**src/rtl/credit_control_multi_channel_if.sv**
```systemverilog
// Command request/grant and PSL response bus between the engine arbiters and the credit controller.
interface credit_control_multi_channel_if #(
    parameter int unsigned NUM_CH = 4,
    parameter int unsigned RESP_W = 9
) ();
    localparam int unsigned CH_W = $clog2(NUM_CH);

    logic [NUM_CH-1:0] request;
    logic [NUM_CH-1:0] grant;
    logic              valid_response;
    logic [CH_W-1:0]   response_ch;
    logic [RESP_W-1:0] response_credits;

    modport master (
        output request,
        output valid_response,
        output response_ch,
        output response_credits,
        input  grant
    );

    modport slave (
        input  request,
        input  valid_response,
        input  response_ch,
        input  response_credits,
        output grant
    );
endinterface

```
**src/rtl/credit_control_multi_channel.sv**
```systemverilog
// Shared-pool CAPI command-credit controller: round-robin grants, PSL credit returns, per-channel counts.
// Optional build macro CREDIT_CHECK_EN adds the sticky credit_error checker.
module credit_control_multi_channel #(
    parameter int unsigned NUM_CH   = 4,
    parameter int unsigned CREDIT_W = 8,
    parameter int unsigned RESP_W   = 9,
    parameter int unsigned OUTS_W   = 8
) (
    input  logic                       clock,
    input  logic                       reset,
    input  logic                       load_room,
    input  logic [CREDIT_W-1:0]        room,
    credit_control_multi_channel_if.slave bus,
    output logic [CREDIT_W-1:0]        credits,
    output logic [NUM_CH*OUTS_W-1:0]   outstanding,
    output logic                       credit_error
);
    localparam int unsigned CH_W  = $clog2(NUM_CH);
    localparam int unsigned SUM_W = CREDIT_W + 2;
    localparam logic [OUTS_W-1:0] OUTS_MAX = '1;

    logic [CREDIT_W-1:0]     room_reg;
    logic [CH_W-1:0]         rr_ptr;
    logic [OUTS_W-1:0]       outs_q    [NUM_CH];
    logic [OUTS_W-1:0]       outs_next [NUM_CH];

    logic [NUM_CH-1:0]       grant_vec;
    logic [CH_W-1:0]         grant_idx;
    logic                    grant_any;
    logic [CH_W-1:0]         rr_next;

    logic signed [SUM_W-1:0] resp_ext;
    logic signed [SUM_W-1:0] room_ext;
    logic signed [SUM_W-1:0] pool_sum;
    logic [CREDIT_W-1:0]     pool_next;

    // Round-robin search starting at rr_ptr; only while the pool holds credits.
    always_comb begin
        int unsigned k;
        grant_vec = '0;
        grant_idx = '0;
        grant_any = 1'b0;
        k         = 0;
        if (credits != '0) begin
            for (int unsigned i = 0; i < NUM_CH; i++) begin
                k = (32'(rr_ptr) + i) % NUM_CH;
                if (!grant_any && bus.request[CH_W'(k)]) begin
                    grant_any             = 1'b1;
                    grant_idx             = CH_W'(k);
                    grant_vec[CH_W'(k)]   = 1'b1;
                end
            end
        end
    end

    assign bus.grant = grant_vec;
    assign rr_next   = (grant_idx == CH_W'(NUM_CH - 1)) ? '0 : grant_idx + CH_W'(1);

    // Unclamped pool arithmetic carries two guard bits so both under- and overflow are visible.
    assign resp_ext = SUM_W'($signed(bus.response_credits));
    assign room_ext = $signed({2'b00, room_reg});
    assign pool_sum = $signed({2'b00, credits}) - SUM_W'(grant_any)
                    + (bus.valid_response ? resp_ext : '0);

    always_comb begin
        pool_next = CREDIT_W'(pool_sum);
        if (pool_sum[SUM_W-1]) begin
            pool_next = '0;
        end else if (pool_sum > room_ext) begin
            pool_next = room_reg;
        end
    end

    // Grant and response to the same channel cancel; otherwise step and saturate.
    always_comb begin
        for (int unsigned ch = 0; ch < NUM_CH; ch++) begin
            outs_next[ch] = outs_q[ch];
            if (grant_vec[ch] &&
                !(bus.valid_response && bus.response_ch == CH_W'(ch))) begin
                if (outs_q[ch] != OUTS_MAX) begin
                    outs_next[ch] = outs_q[ch] + OUTS_W'(1);
                end
            end else if (!grant_vec[ch] &&
                         bus.valid_response && bus.response_ch == CH_W'(ch)) begin
                if (outs_q[ch] != '0) begin
                    outs_next[ch] = outs_q[ch] - OUTS_W'(1);
                end
            end
        end
    end

    always_ff @(posedge clock) begin
        if (reset) begin
            credits  <= '0;
            room_reg <= '0;
            rr_ptr   <= '0;
            for (int unsigned ch = 0; ch < NUM_CH; ch++) begin
                outs_q[ch] <= '0;
            end
        end else if (load_room) begin
            credits  <= room;
            room_reg <= room;
            rr_ptr   <= '0;
            for (int unsigned ch = 0; ch < NUM_CH; ch++) begin
                outs_q[ch] <= '0;
            end
        end else begin
            credits <= pool_next;
            if (grant_any) begin
                rr_ptr <= rr_next;
            end
            for (int unsigned ch = 0; ch < NUM_CH; ch++) begin
                outs_q[ch] <= outs_next[ch];
            end
        end
    end

    for (genvar g = 0; g < NUM_CH; g++) begin : g_outs
        assign outstanding[g*OUTS_W +: OUTS_W] = outs_q[g];
    end

`ifdef CREDIT_CHECK_EN
    logic resp_outs_zero;
    logic resp_out_of_range;
    logic err_c;

    always_comb begin
        resp_outs_zero = 1'b0;
        for (int unsigned ch = 0; ch < NUM_CH; ch++) begin
            if (bus.response_ch == CH_W'(ch) && outs_q[ch] == '0) begin
                resp_outs_zero = 1'b1;
            end
        end
    end

    assign resp_out_of_range = (32'(bus.response_ch) >= NUM_CH);
    assign err_c = pool_sum[SUM_W-1] || (pool_sum > room_ext) ||
                   (bus.valid_response && (resp_out_of_range || resp_outs_zero));

    // Sticky until the pool is reset or reloaded.
    always_ff @(posedge clock) begin
        if (reset || load_room) begin
            credit_error <= 1'b0;
        end else if (err_c) begin
            credit_error <= 1'b1;
        end
    end
`else
    assign credit_error = 1'b0;
`endif

endmodule
```
**src/flat_wrapper.sv**
```systemverilog
// flat-port wrapper written by rule: the top's interface ports become plain ports
module credit_control_multi_channel_flat 
#(
    parameter int unsigned NUM_CH   = 4,
    parameter int unsigned CREDIT_W = 8,
    parameter int unsigned RESP_W   = 9,
    parameter int unsigned OUTS_W   = 8
)
  (clock, reset, load_room, room, credits, outstanding, credit_error, bus_request, bus_valid_response, bus_response_ch, bus_response_credits, bus_grant);
  credit_control_multi_channel_if #(.NUM_CH(NUM_CH), .RESP_W(RESP_W)) bus_i ();
  input  logic clock;
  input  logic reset;
  input  logic load_room;
  input  logic [CREDIT_W-1:0] room;
  output logic [CREDIT_W-1:0] credits;
  output logic [NUM_CH*OUTS_W-1:0] outstanding;
  output logic credit_error;
  input wire logic [$bits(bus_i.request)-1:0] bus_request;
  input wire logic [$bits(bus_i.valid_response)-1:0] bus_valid_response;
  input wire logic [$bits(bus_i.response_ch)-1:0] bus_response_ch;
  input wire logic [$bits(bus_i.response_credits)-1:0] bus_response_credits;
  output wire logic [$bits(bus_i.grant)-1:0] bus_grant;
  assign bus_i.request = bus_request;
  assign bus_i.valid_response = bus_valid_response;
  assign bus_i.response_ch = bus_response_ch;
  assign bus_i.response_credits = bus_response_credits;
  assign bus_grant = bus_i.grant;
  credit_control_multi_channel #(.NUM_CH(NUM_CH), .CREDIT_W(CREDIT_W), .RESP_W(RESP_W), .OUTS_W(OUTS_W)) u_core (.clock(clock), .reset(reset), .load_room(load_room), .room(room), .bus(bus_i), .credits(credits), .outstanding(outstanding), .credit_error(credit_error));
endmodule
```
**config.mk**
```make
export PLATFORM = sky130hd
export DESIGN_NAME = credit_control_multi_channel_flat
export DESIGN_NICKNAME = d
export VERILOG_FILES = /design/src/rtl/credit_control_multi_channel_if.sv /design/src/rtl/credit_control_multi_channel.sv /design/src/flat_wrapper.sv
export SDC_FILE = /design/constraint.sdc
export NUM_CORES = 1
export LEC_CHECK = 0
export ABC_AREA = 1
export BUFFER_PORTS_ARGS = -buffer_cell sky130_fd_sc_hd__buf_2
export CAP_MARGIN = 15
export CORE_ASPECT_RATIO = 0.75
export CORE_MARGIN = 2
export CORE_UTILIZATION = 55
export DETAILED_ROUTE_END_ITERATION = 10
export HOLD_SLACK_MARGIN = 0.1
export PLACE_DENSITY = 0.84
export SYNTH_ARGS = -nofsm -noshare
export SYNTH_HDL_FRONTEND = slang
export SYNTH_SLANG_ARGS = --single-unit
```
**constraint.sdc**
```tcl
create_clock -name clock -period 5.4 [get_ports clock]
set_input_delay 0.27 -clock clock [delete_from_list [all_inputs] [get_ports clock]]
set_output_delay 0.27 -clock clock [all_outputs]
set_load 0.01 [all_outputs]
```
# == Word-level counts from Yosys, hierarchy flattened ==
# Memory sizes are Yosys's and may differ from the RTL's.
# Index checks and enable logic that the tools add are counted.
# totals
reg_bits,18
ram_bits,32
input_bits,27
out_inout_bits,45
elab_cells,161
n_memories,1
# classes
add_sub_neg,14
n_lt_le_gt_ge,9
eq_ne,8
mux,74
bitwise,11
n_reduce_logical,41
# mem_list
memory,depth,width,rd,rd_ports_with_merged_regs,wr,line,text
u_core.outs_q,4,8,4,0,4,credit_control_multi_channel.sv:24,logic [OUTS_W-1:0] outs_q [NUM_CH];
# ops
operator,count
$mux W8,27
$reduce_bool A8 Y1,5
$add A8 B1 Y8 const B,4
$mux W4,8
$ne A8 B8 Y1 const B,4
$sub A8 B1 Y8 const B,4
$mux W1,24
$logic_and A1 B1 Y1,23
$lt A2 B3 Y1 const B,4
$mux W2,6
$or A4 B4 Y4,3
$logic_not A1 Y1,11
$add A10 B10 Y10,1
$gt A10 B9 Y1,1
$mux W10,1
$sub A8 B1 Y9,1
$bmux W1 S2,4
$demux W1 S2,4
$ge A2 B1 Y1 const B,4
$or A1 B1 Y1,8
$eq A2 B2 Y1 const B,3
$add A2 B1 Y2 const B,2
$add A2 B2 Y2 const B,2
$eq A2 B1 Y1 const B,1
2 further kinds,2

# == Logic depth before layout (Yosys ltp) ==
# logic_depth
ltp_word,22
depth_mapped,31

# == Least setup slack after synthesis ==
# No wires, ideal clock.
# synth_path
kind,reg-to-reg
startpoint,reg u_core.rr_ptr[1]
endpoint,reg u_core.credits[7]
setup_time_ns,0.113
arrival_time_ns,4.351
t_required_ns,5.287
setup_slack_ns,0.936
stages_incl_launch_ff,31
path_buffers,0
period_less_slack_ns,4.464
cell_sequence,dfxtp_1 inv_1 ha_1 inv_1 nand2_1 nand2_2 nor2_4 nand2_1 o21ai_0 inv_1 ha_1 ha_1 nand2_1 xor2_1 ha_1 a21oi_1 o21ai_1 a21oi_1 o211ai_1 xor2_1 inv_1 ha_1 a21o_1 nor2_1 nand2_1 inv_1 nand2_1 nand2_2 nand2_1 nand3_1 nand2_1
# synth_via
elab_chain_len,22
elab_cells_between_ends,31
classes_between,5 x add/sub; 1 x order compare; 19 x mux; 6 x reduce/logical
# synth_rtl
item,line,text
from (decl),credit_control_multi_channel.sv:23,logic [CH_W-1:0] rr_ptr;
from (signal assigned),credit_control_multi_channel.sv:110,rr_ptr <= rr_next;
$bmux W1 S2,credit_control_multi_channel.sv:47,if (!grant_any && bus.request[CH_W'(k)]) begin
$mux W1 (not written as such),credit_control_multi_channel.sv:47,
$mux W1,credit_control_multi_channel.sv:47,
$mux W1,credit_control_multi_channel.sv:44,if (credits != '0) begin
$logic_not A1 Y1,credit_control_multi_channel.sv:47,
$logic_and A1 B1 Y1,credit_control_multi_channel.sv:47,
$mux W1,credit_control_multi_channel.sv:47,
$mux W1,credit_control_multi_channel.sv:44,
[6 not listed],n/a,
$mux W1 *,credit_control_multi_channel.sv:47,
$mux W1 *,credit_control_multi_channel.sv:44,
$sub A8 B1 Y9 *,credit_control_multi_channel.sv:62,"assign pool_sum = $signed({2'b00, credits}) - SUM_W'(grant_any)"
$add A10 B10 Y10 *,credit_control_multi_channel.sv:63,+ (bus.valid_response ? resp_ext : '0);
$gt A10 B9 Y1,credit_control_multi_channel.sv:69,end else if (pool_sum > room_ext) begin
$mux W8,credit_control_multi_channel.sv:69,
$mux W8 *,credit_control_multi_channel.sv:67,if (pool_sum[SUM_W-1]) begin
$mux W8 *,credit_control_multi_channel.sv:100,end else if (load_room) begin
to (signal assigned),credit_control_multi_channel.sv:101,credits <= room;
to (signal assigned),credit_control_multi_channel.sv:108,credits <= pool_next;
to (decl),credit_control_multi_channel.sv:14,"output logic [CREDIT_W-1:0] credits,"
# Every way passes the cells marked *; elsewhere a longest branch is shown, timed or not. The select of a mux whose other input is x is not followed.
# A chain may end at the register's enable or synchronous reset.

# == Worst setup path in the final report ==
# layout_path
startpoint,reg u_core.rr_ptr[1]
endpoint,reg u_core.credits[3]
# The elaborated chain is that of the path after synthesis.

==> results.md <==
- Status: completed
- Share of flip-flops with an asynchronous set or reset: 0%
- Fmax: around 0.2 GHz
- H-tree depth reported by CTS: 2
- Clk_lat worst skew: between 0.3 and 0.4 ns
- Die ar.: between 0.008 and 0.009 mm²
- Non-Filler Instances: 808
- Dpl cells: 798
- Vias: roughly 4400
- Commonest non-fill, non-tap cell in the layout: nand2_1
- Min Tclk post-route: about 4.9 ns
- Post-synth top area cell: edfxtp_1
- Syn Area/Cell: roughly 7.2 µm²
- Final Routed Wirelength: around 11 mm
- Row count: 28
- RSZ-0062 raised after global routing: false
- Placer Congestion: between 0.9 and 1
- Drt first-iter violations: between 200 and 300
- CP startpoint kind: register
- Setup TNS: 0 ns
- Area growth syn-to-layout: 13.3%
- Worst hold-check path type: in2reg
- Register area share after synthesis: 27.6%
- Max reg flops: 32
- Setup crit end kind: register
- Crit path buf inv count: 5
- Slowest-stage cell, CP: dfxtp_2
- Post-synth cell types: between 40 and 50
- Final hold vios: 0
- DR WL/cell: roughly 14 µm
- # port buffers: 70
- Post CTS Setup Buffer Count: 0
- Post-detail-place hpwl: 8.66 mm
- Crit path DAT: 5.11 ns
- Slew Viols, Final: 0
- Yosys top cell area share: 16.0%
- Cells after synthesis: 628
- Total grt overflow: 0
- Final setup fails: 0
- Reg area: 0.00124 mm²
- WS Path Type: reg2reg
- #FFs+latches synth: 50
- Initial antenna violation count: 2
- Vias per cell: 5.46
- Slowest Stage Delay on Critical Path: 0.41 ns
- Mapped cell area: 0.00450 mm²
- Fill count: 693
- Synth top area cells: edfxtp_1 (16%), ha_1 (14%), dfxtp_1 (12%)
- I/O Pins: roughly 70
- Worst Skew: 0.0175 ns
- Critical Path RT: 5.60 ns
- Number of global-route vias before repair: 3966
- Max cap viols: 0
- Core footprint: 0.00792 mm²
- Largest net degree at the start of global routing: 22
- Clk sinks: 50
- Synthesized Nets: 711
- Clock Path Buffers: 2
- CTS root buffer: clkbuf_8
- GRT Total Usage: roughly a quarter
- Drt first pass iters: 5
- Hold_ws: 0.176 ns
- Top Family by Delay on Critical Path: adder cells
- Max Fanout on Critical Path: 9
- Routed Antenna Nets: 0
- Synthesis Warnings: 0
- Final nets: 784
- Area of the multi-input gates: 0.00285 mm²
- Share of cells above drive strength 1: about 14%
- CTS Buf Count: 5
- Final Cycle Share: 91.0%
- First-pass GRT wire length: 18.5 mm
- Drc violations: 0
- Max-slew headroom: 48.1%
- Die Y: 82.3 µm
- CTS tree: yes
- R2r setup slk: between 0.4 and 0.5 ns
- Most frequent cells in the layout: nand2_1 (126), inv_1 (101), buf_2 (71)
- Slew of the pin with the lowest slew margin: 0.779 ns
- Main synth FF type: dfxtp_1
- Number of enable flip-flop cells after synthesis: 24
- Die X: 108 µm
- CTS clk-pin slew, worst paths: 0.11 ns
- Starting Density: a little under three fifths
routing by layer:
| metal | wire length, µm | part of all wire, % | vias to the layer above | GRT usage [%] |
|---|---|---|---|---|
| li1 | - | - | 2261 | - |
| met5 | 0 | 0 | - | 0 |
| met4 | 82 | 0.72 | 0 | 4.23 |
| met3 | 964 | 8.5 | 11 | 6.51 |
| met2 | 4780 | 42 | 175 | 40.4 |
| met1 | 5500 | 49 | 1966 | 37.3 |
final cells by class:
class                      count  area share, %
clock buffer                   7           2.11
clock inverter                 1          0.172
timing repair buffer          72           7.12
inverter                     105           7.73
antenna                        1         0.0491
tap                          105           2.58
multi-input combinational    467           55.9
sequential                    50           24.4
tightest hold or removal path, cell delays in order:
cell	delay, ns
buf_2	0.08
nand2_1	0.06
nand2_1	0.06
logic make-up after synthesis:
kind of cell    count (synthesis)  synth area share [%]
simple gates                  275                  27.9
compound gates                114                  14.4
buf+inv                       111                  9.51
fa+ha+maj                      56                  16.4
flops                          50                  27.6
xor+xnor                       21                  4.09
other cells                     1                0.0833
worst paths after layout:
path	startpoint	endpoint	cells past startpoint
min reg2reg	u_core.outs_q[2][2]	u_core.outs_q[2][2]	2
max reg2reg	u_core.rr_ptr[1]	u_core.credits[3]	29
max	u_core.rr_ptr[1]	u_core.credits[3]	29
min	room[4]	u_core.credits[4]	3
timing repair:
item / CTS / global route
hold endpoints to repair: 0 / 0
resized for setup: 0 / 5
hold buffers: 0 / 0
endpoints found under the setup margin: 0 / 8
synthesized netlist by cell type (5+ instances only):
cell type / count
fa_1: 5
a21oi_1: 51
edfxtp_1: 24
nand2_1: 127
nor2_1: 54
nand3_1: 43
nor3_1: 7
inv_1: 101
dfxtp_1: 26
a31oi_1: 5
xnor2_1: 7
nand4_1: 21
ha_1: 51
xor2_1: 14
nor4_1: 5
o21ai_0: 36
through the flow:
step / worst slack [ns] / util (%) / cell area, µm²
floorplan: 0.936 / - / 4500
global placement: 0.553 / 62.6 / 4950
detailed placement: 0.355 / 62.6 / 4950
CTS: 0.317 / 64.0 / 5070
global route: 0.00430 / 64.4 / 5100
finish: 0.484 / 64.4 / 5100
Power is not shown: default switching activity piles up to over one toggle a cycle in this logic, so the estimate is an artifact.
